==> config.mk <==
export PLATFORM = sky130hd
export DESIGN_NAME = pwm_capture
export DESIGN_NICKNAME = d
export VERILOG_FILES = /design/src/rtl/pwm_capture.sv
export SDC_FILE = /design/constraint.sdc
export NUM_CORES = 1
export LEC_CHECK = 0
export CORE_MARGIN = 1
export CORE_UTILIZATION = 40
export DETAILED_ROUTE_END_ITERATION = 6
export SYNTH_ARGS = -nofsm -noshare
export SYNTH_HDL_FRONTEND = slang
export SYNTH_SLANG_ARGS = --single-unit
==> constraint.sdc <==
create_clock -name Clock -period 2.8 [get_ports Clock]
set_clock_uncertainty 0.1 [all_clocks]
set_input_delay 0.84 -clock Clock [delete_from_list [all_inputs] [get_ports Clock]]
set_output_delay 0.84 -clock Clock [all_outputs]
set_load 0.05 [all_outputs]
==> src/rtl/pwm_capture.sv <==
// pwm_capture: receive-side PWM measurement block.
// Synchronises an external PWM line, measures its period and high time in
// Clock cycles, and presents the last complete result as byte pairs that
// always change together, along with valid / overrun / overflow status.

module pwm_capture #(
  parameter int unsigned SYNC_STAGES = 2,
  parameter logic [15:0] TIMEOUT     = 16'hFFFF
) (
  input  logic       Clock,
  input  logic       Reset,
  input  logic       pwm_in,
  input  logic       WE_enable_cap,
  input  logic       WE_disable_cap,
  input  logic       RE_ack,
  output logic [7:0] period_low,
  output logic [7:0] period_high,
  output logic [7:0] impuls_low,
  output logic [7:0] impuls_high,
  output logic       cap_valid,
  output logic       cap_overrun,
  output logic       cap_overflow,
  output logic       cap_busy
);

  // A single-flop synchroniser is never safe, so anything below two is raised to two.
  localparam int unsigned STAGES = (SYNC_STAGES < 2) ? 2 : SYNC_STAGES;

  typedef enum logic [1:0] {
    IDLE      = 2'd0,
    WAIT_RISE = 2'd1,
    MEAS_HIGH = 2'd2,
    MEAS_LOW  = 2'd3
  } state_t;

  state_t            state;
  state_t            state_next;

  logic [STAGES-1:0] sync_q;
  logic              s;
  logic              s_d;
  logic              rise;
  logic              fall;

  logic [15:0]       cnt;
  logic [15:0]       hi_tmp;
  logic [15:0]       period_q;
  logic [15:0]       impuls_q;

  logic              at_timeout;
  logic              cnt_clear;
  logic              cnt_load;
  logic              cnt_inc;
  logic              hi_load;
  logic              capture;
  logic              timeout_hit;

  // The last synchroniser stage is the clean copy of the line; s_d is its
  // one-cycle-old value, so the edge detectors see each transition exactly once.
  assign s    = sync_q[STAGES-1];
  assign rise = s & ~s_d;
  assign fall = ~s & s_d;

  // A measurement is abandoned only when the counter is at its limit and the
  // line did not move in this cycle; an edge arriving on the limit still counts.
  assign at_timeout = (cnt == TIMEOUT) && !rise && !fall;

  // Shift pwm_in through the synchroniser chain and keep one delayed copy for edge detection.
  always_ff @(posedge Clock) begin
    if (Reset) begin
      sync_q <= '0;
      s_d    <= 1'b0;
    end else begin
      sync_q <= {sync_q[STAGES-2:0], pwm_in};
      s_d    <= sync_q[STAGES-1];
    end
  end

  // State register.
  always_ff @(posedge Clock) begin
    if (Reset) begin
      state <= IDLE;
    end else begin
      state <= state_next;
    end
  end

  // Next-state logic: arm, follow the line's edges, fall back on timeout; disable overrides all.
  always_comb begin
    state_next = state;
    case (state)
      IDLE: begin
        if (WE_enable_cap) begin
          state_next = WAIT_RISE;
        end
      end
      WAIT_RISE: begin
        if (rise) begin
          state_next = MEAS_HIGH;
        end
      end
      MEAS_HIGH: begin
        if (fall) begin
          state_next = MEAS_LOW;
        end else if (at_timeout) begin
          state_next = WAIT_RISE;
        end
      end
      MEAS_LOW: begin
        if (rise) begin
          state_next = MEAS_HIGH;
        end else if (at_timeout) begin
          state_next = WAIT_RISE;
        end
      end
      default: begin
        state_next = IDLE;
      end
    endcase
    if (WE_disable_cap) begin
      state_next = IDLE;
    end
  end

  // Output decode: datapath strobes for the counter, high-time latch, capture and timeout, plus busy.
  always_comb begin
    cnt_clear   = 1'b0;
    cnt_load    = 1'b0;
    cnt_inc     = 1'b0;
    hi_load     = 1'b0;
    capture     = 1'b0;
    timeout_hit = 1'b0;
    cap_busy    = (state != IDLE);
    if (WE_disable_cap) begin
      cnt_clear = 1'b1;
    end else begin
      case (state)
        IDLE: begin
          cnt_clear = 1'b1;
        end
        WAIT_RISE: begin
          if (rise) begin
            cnt_load = 1'b1;
          end
        end
        MEAS_HIGH: begin
          if (fall) begin
            hi_load = 1'b1;
            cnt_inc = 1'b1;
          end else if (at_timeout) begin
            timeout_hit = 1'b1;
            cnt_clear   = 1'b1;
          end else begin
            cnt_inc = 1'b1;
          end
        end
        MEAS_LOW: begin
          if (rise) begin
            capture  = 1'b1;
            cnt_load = 1'b1;
          end else if (at_timeout) begin
            timeout_hit = 1'b1;
            cnt_clear   = 1'b1;
          end else begin
            cnt_inc = 1'b1;
          end
        end
        default: begin
          cnt_clear = 1'b1;
        end
      endcase
    end
  end

  // Cycle counter, high-time latch and result registers; results move only on a capture.
  always_ff @(posedge Clock) begin
    if (Reset) begin
      cnt      <= 16'd0;
      hi_tmp   <= 16'd0;
      period_q <= 16'd0;
      impuls_q <= 16'd0;
    end else begin
      if (cnt_clear) begin
        cnt <= 16'd0;
      end else if (cnt_load) begin
        cnt <= 16'd1;
      end else if (cnt_inc && (cnt != 16'hFFFF)) begin
        cnt <= cnt + 16'd1;
      end
      if (hi_load) begin
        hi_tmp <= cnt;
      end
      if (capture) begin
        period_q <= cnt;
        impuls_q <= hi_tmp;
      end
    end
  end

  // Status flags: a capture beats a simultaneous ack, and an ack consumes the
  // old data so the overrun it would have caused is dropped.
  always_ff @(posedge Clock) begin
    if (Reset) begin
      cap_valid    <= 1'b0;
      cap_overrun  <= 1'b0;
      cap_overflow <= 1'b0;
    end else begin
      if (capture) begin
        cap_valid   <= 1'b1;
        cap_overrun <= RE_ack ? 1'b0 : (cap_overrun | cap_valid);
      end else if (RE_ack) begin
        cap_valid   <= 1'b0;
        cap_overrun <= 1'b0;
      end
      if (timeout_hit) begin
        cap_overflow <= 1'b1;
      end else if (RE_ack) begin
        cap_overflow <= 1'b0;
      end
    end
  end

  assign period_low  = period_q[7:0];
  assign period_high = period_q[15:8];
  assign impuls_low  = impuls_q[7:0];
  assign impuls_high = impuls_q[15:8];

endmodule

== After elaboration in Yosys (flattened, before gate mapping) ==
Index checks and enable logic that the tools add are counted.

* Multiplexer cells: 33
* Add/subtract/negate cells: 1
* Reductions and logical operators: 15
* Equal/unequal tests: 7
* Bitwise logic cells: 5

{| class="wikitable"
|+ Operators with widths
! operator !! number
|-
| 1-bit 2-to-1 mux || 24
|-
| 16-bit by 1-bit adder with 16-bit output, second input constant || 1
|-
| 16-bit equality test, second input constant || 1
|-
| 16-bit inequality test, second input constant || 1
|-
| 2-bit 2-to-1 mux || 5
|-
| 2-bit case mux with 4 select lines || 1
|-
| 2-bit nonzero test || 4
|-
| 2-bit OR reduction || 3
|-
| 2-bit equality test, second input constant || 2
|-
| 2-bit inequality test, second input constant || 2
|-
| 1-bit case mux with 2 select lines || 2
|-
| 1-bit logical AND || 3
|-
| 1-bit case mux with 3 select lines || 1
|-
| 3-bit OR reduction || 1
|-
| 1-bit bitwise AND || 2
|-
| 2-bit by 1-bit equality test with 1-bit output, second input constant || 1
|-
| 1-bit zero test || 2
|-
| 2-bit zero test || 1
|-
| 1-bit NOT || 2
|-
| 2-bit AND reduction || 1
|-
| 1-bit bitwise OR || 1
|}

* Output and inout port bits: 36
* Logic and storage cells: 72
* Flip-flop bits (word level): 72
* Input port bits: 6

== Logic depth before layout (Yosys ltp) ==
* Depth after elaboration: 12
* Gate-level depth with buffers: 7
* Gate-level depth less buffers: 5

== Least setup slack after synthesis ==
No wires, ideal clock.

* Path kind: in2reg
* Start point: input WE_disable_cap
* End point: register cnt[8]
* Stages: 4
* Data required time: 2,630 ps
* Arrival: 2,091 ps
* Slack: 539 ps
* Buffers on the path: 0
* Library setup time: 70 ps
* Cell sequence: nand2b_1 > or4_1 > or3_1 > a21oi_1

* Word-level cells in the longest chain between the ends: 2
* Elaborated cells between the ends (all ways): 5
* Those cells by class: 3 x mux; 2 x reduce/logical

{| class="wikitable"
|+ Ends and longest elaborated chain
! what !! RTL line !! text
|-
| from (decl) || 14 || <nowiki>input logic WE_disable_cap,</nowiki>
|-
| 1-bit 2-to-1 mux || 134 || <nowiki>if (WE_disable_cap) begin</nowiki>
|-
| 3-bit OR reduction (no source line) / 1-bit logical AND (equally long branches) || -- ||
|-
| to (signal assigned) || 188 || <nowiki>cnt <= cnt + 16'd1;</nowiki>
|-
| to (decl) || 45 || <nowiki>logic [15:0] cnt;</nowiki>
|}

Parallel ways exist; a longest one is shown, timed or not.
A chain may end at the register's enable or synchronous reset.

== Final worst setup path ==
* Start point: register state[1]
* End point: output cap_busy

* Word-level cells in the longest chain between the ends: 1

{| class="wikitable"
|+ Ends and longest elaborated chain
! what !! RTL line !! text
|-
| from (decl) || 36 || <nowiki>state_t state;</nowiki>
|-
| from (signal assigned) || 84 || <nowiki>state <= state_next;</nowiki>
|-
| 2-bit nonzero test || 133 || <nowiki>cap_busy = (state != IDLE);</nowiki>
|-
| to (decl) || 23 || <nowiki>output logic cap_busy</nowiki>
|}

No other way between the ends.

==> metrics.cfg <==
[cells_and_area]
final_cell_mix = nand2_1 (103), dfxtp_1 (72), a21oi_1 (66), clkdlybuf4s50_1 (40), buf_4 (14)
num-nets-final = 406
syn_to_final_growth_pct = 27.29
fin_util = 0.5335
n_antenna_cell = 0
drive_gt1_frac = 0.09406
final_common_cell = nand2_1

[cts]
holdBufCountCts = 0
root_buffer = clkbuf_8
postCtsSetupBuffers = 0
cts_tree = yes
postCtsResizedCells = 0
numCtsBuffers = 9
ctsLongestPathBuffers = 2
insertion_delay_ns = 0.33
cts_sinks = 72
cts_max_level = 3
clk_pin_slew_ns = 0.08

[die]
io_pins = 42
die_w_um = 86.84
core_area_um2 = 6869
num_rows = 30
start_util = 0.4191
dieArea_um2 = 7541
die_h_um = 86.84

[routing]
first_pass_iters = 4
routedWlPerCell_um = 13.44
wirelength_um = 6718
drc = 0
ant_nets = 0
drt_iter0_markers = 105
routed-via-count = 2629
via_per_inst = 5.258

[yosys]
ys_ff_latch = 72
async_flop_share = 0
seq_area_frac_synth = 0.5007
synth_cell_types = 34
avgSynthCellArea_um2 = 8.110
yosys_warnings = 0
synth_edf_count = 0
synth_fp_nets = 362
syn_area_um2 = 2879
synth-main-ff-cell = dfxtp_1
synthesis.instances = 355

[setup_path]
cp-start-kind = register
path_class = register to output pin
arrival_ns = 1.76
critPathRequiredTime_ns = 1.86
cp_slowest_cell = clkdlybuf4s50_1
path_cells = nor2_1 -> inv_1 -> clkdlybuf4s50_1
critical-path-max-stage-delay_ns = 0.79
crit_fanout = 7
end_kind = output pin

[sta]
fin_ws_ns = 0.1037
rsz0062_at_grt = false
finalHoldViolCount = 0
worstMarginPinSlew_ns = 0.8354
period_minus_slack_ns = 2.696
fmax_ghz = 0.3709
finalSetupTns_ns = 0
finalSetupViolations = 0
period_share = 0.9630
slew_headroom = 0.4384
drv_slew = 0

[pwr]
p_leak_nw = 1.172
cellPowerDensity_nw_per_um2 = 563.3
ir_drop_v = 0.0002982

[placement]
hpwl_um = 4496
preCtsSetupSlack_ns = 0.03804
io_buffers = 41
gp_congestion = 0.8394

[global_routing]
grt_overflow = 0
grt_pass1_wl_um = 11540
grt_pass1_vias = 2486
grtUsageTotal = 0.1992
grt_start_max_net_pins = 46
antenna_found_initial = 0

[worst_hold_path]
min_path_type = register to register

[job]
max_cap_viol_count = 0

[outcome]
outcome = complete, no violations

-- critical path: cells and delay by family, from the launching register on --
| kind | cells | cell delay (ns) |
|---|---|---|
| buffers and inverters | 2 | 0.85 |
| flip-flops | 1 | 0.46 |
| AND/OR/NAND/NOR | 1 | 0.11 |
-- worst paths after layout --
kind,start,end,slack (ns),depth (start not counted)
min reg2reg,sync_q[0]$_SDFF_PP0_,sync_q[1]$_SDFF_PP0_,0.35,1
max,state[1]$_SDFFE_PP0P_,cap_busy,0.10,3
max reg2reg,cnt[0]$_SDFFE_PP0P_,cnt[14]$_SDFFE_PP0P_,0.47,5
min,sync_q[0]$_SDFF_PP0_,sync_q[1]$_SDFF_PP0_,0.35,1
-- synthesized netlist by cell type (all sizes together) (4+ instances only) --
| cell type | n | area share |
|---|---|---|
| clkbuf | 19 | 0.025 |
| nor3 | 9 | 0.016 |
| inv | 6 | 0.0078 |
| nand4 | 6 | 0.023 |
| nand2 | 103 | 0.13 |
| nor2 | 8 | 0.010 |
| nor2b | 4 | 0.0087 |
| or3 | 5 | 0.011 |
| dfxtp | 72 | 0.50 |
| a21oi | 66 | 0.11 |
| or4 | 10 | 0.026 |
| nand2b | 5 | 0.011 |
| o31ai | 6 | 0.016 |
| nand3 | 7 | 0.012 |
-- layout make-up --
type	count	area, um2
clock buffer	10	127.6
clock inverter	6	115.1
fill	679	3204
inverter	6	22.52
multi-input combinational	255	1328
sequential	72	1441
tap	96	120.1
timing repair buffer	55	510.5
-- metrics by stage --
stage                     hold WS, ns  cell area [um2]  power [mW]  instances
after global placement         0.3211             3422       1.092        484
after CTS                      0.3445             3665       2.087        500
after detailed placement       0.3270             3422       1.092        484
after floorplan                0.3138             2879       1.076        355
final                          0.3478             3665       2.065        500
after global routing           0.3608             3665       2.141        500
-- logic make-up (layout without fill, tap and decap cells) --
logic type / count (synthesis) / in the layout / share of synthesized area
AOI/OAI and AO/OA: 86 / 86 / 0.1712
adders and majority gates: 1 / 1 / 0.004345
buffers and inverters: 28 / 77 / 0.03911
DFF: 72 / 72 / 0.5007
and+or+nand+nor: 168 / 168 / 0.2847
-- registers in the layout, summed over array words and instances, names as in the netlist --
signal and count:
cap_valid 1, cnt 16, state 2, period_q 16, cap_overrun 1, impuls_q 16, cap_overflow 1, sync_q 2
hi_tmp 16, s_d 1
-- routing by layer --
metal  GRT usage  wire (um)  vias to the layer above
li1            -          -                     1324
met1      0.2441       3267                     1258
met2      0.3307       3170                       43
met3     0.04952        209                        4
met4     0.08788         70                        0
met5           0          0                        -
-- power by group --
part           total [mW]  internal (mW)  switching [mW]
clock network       0.997          0.599           0.398
logic              0.0394         0.0141          0.0253
registers            1.03           1.03         0.00263
total                2.06           1.64           0.426
Note: power is estimated with default switching activity, not from simulation.
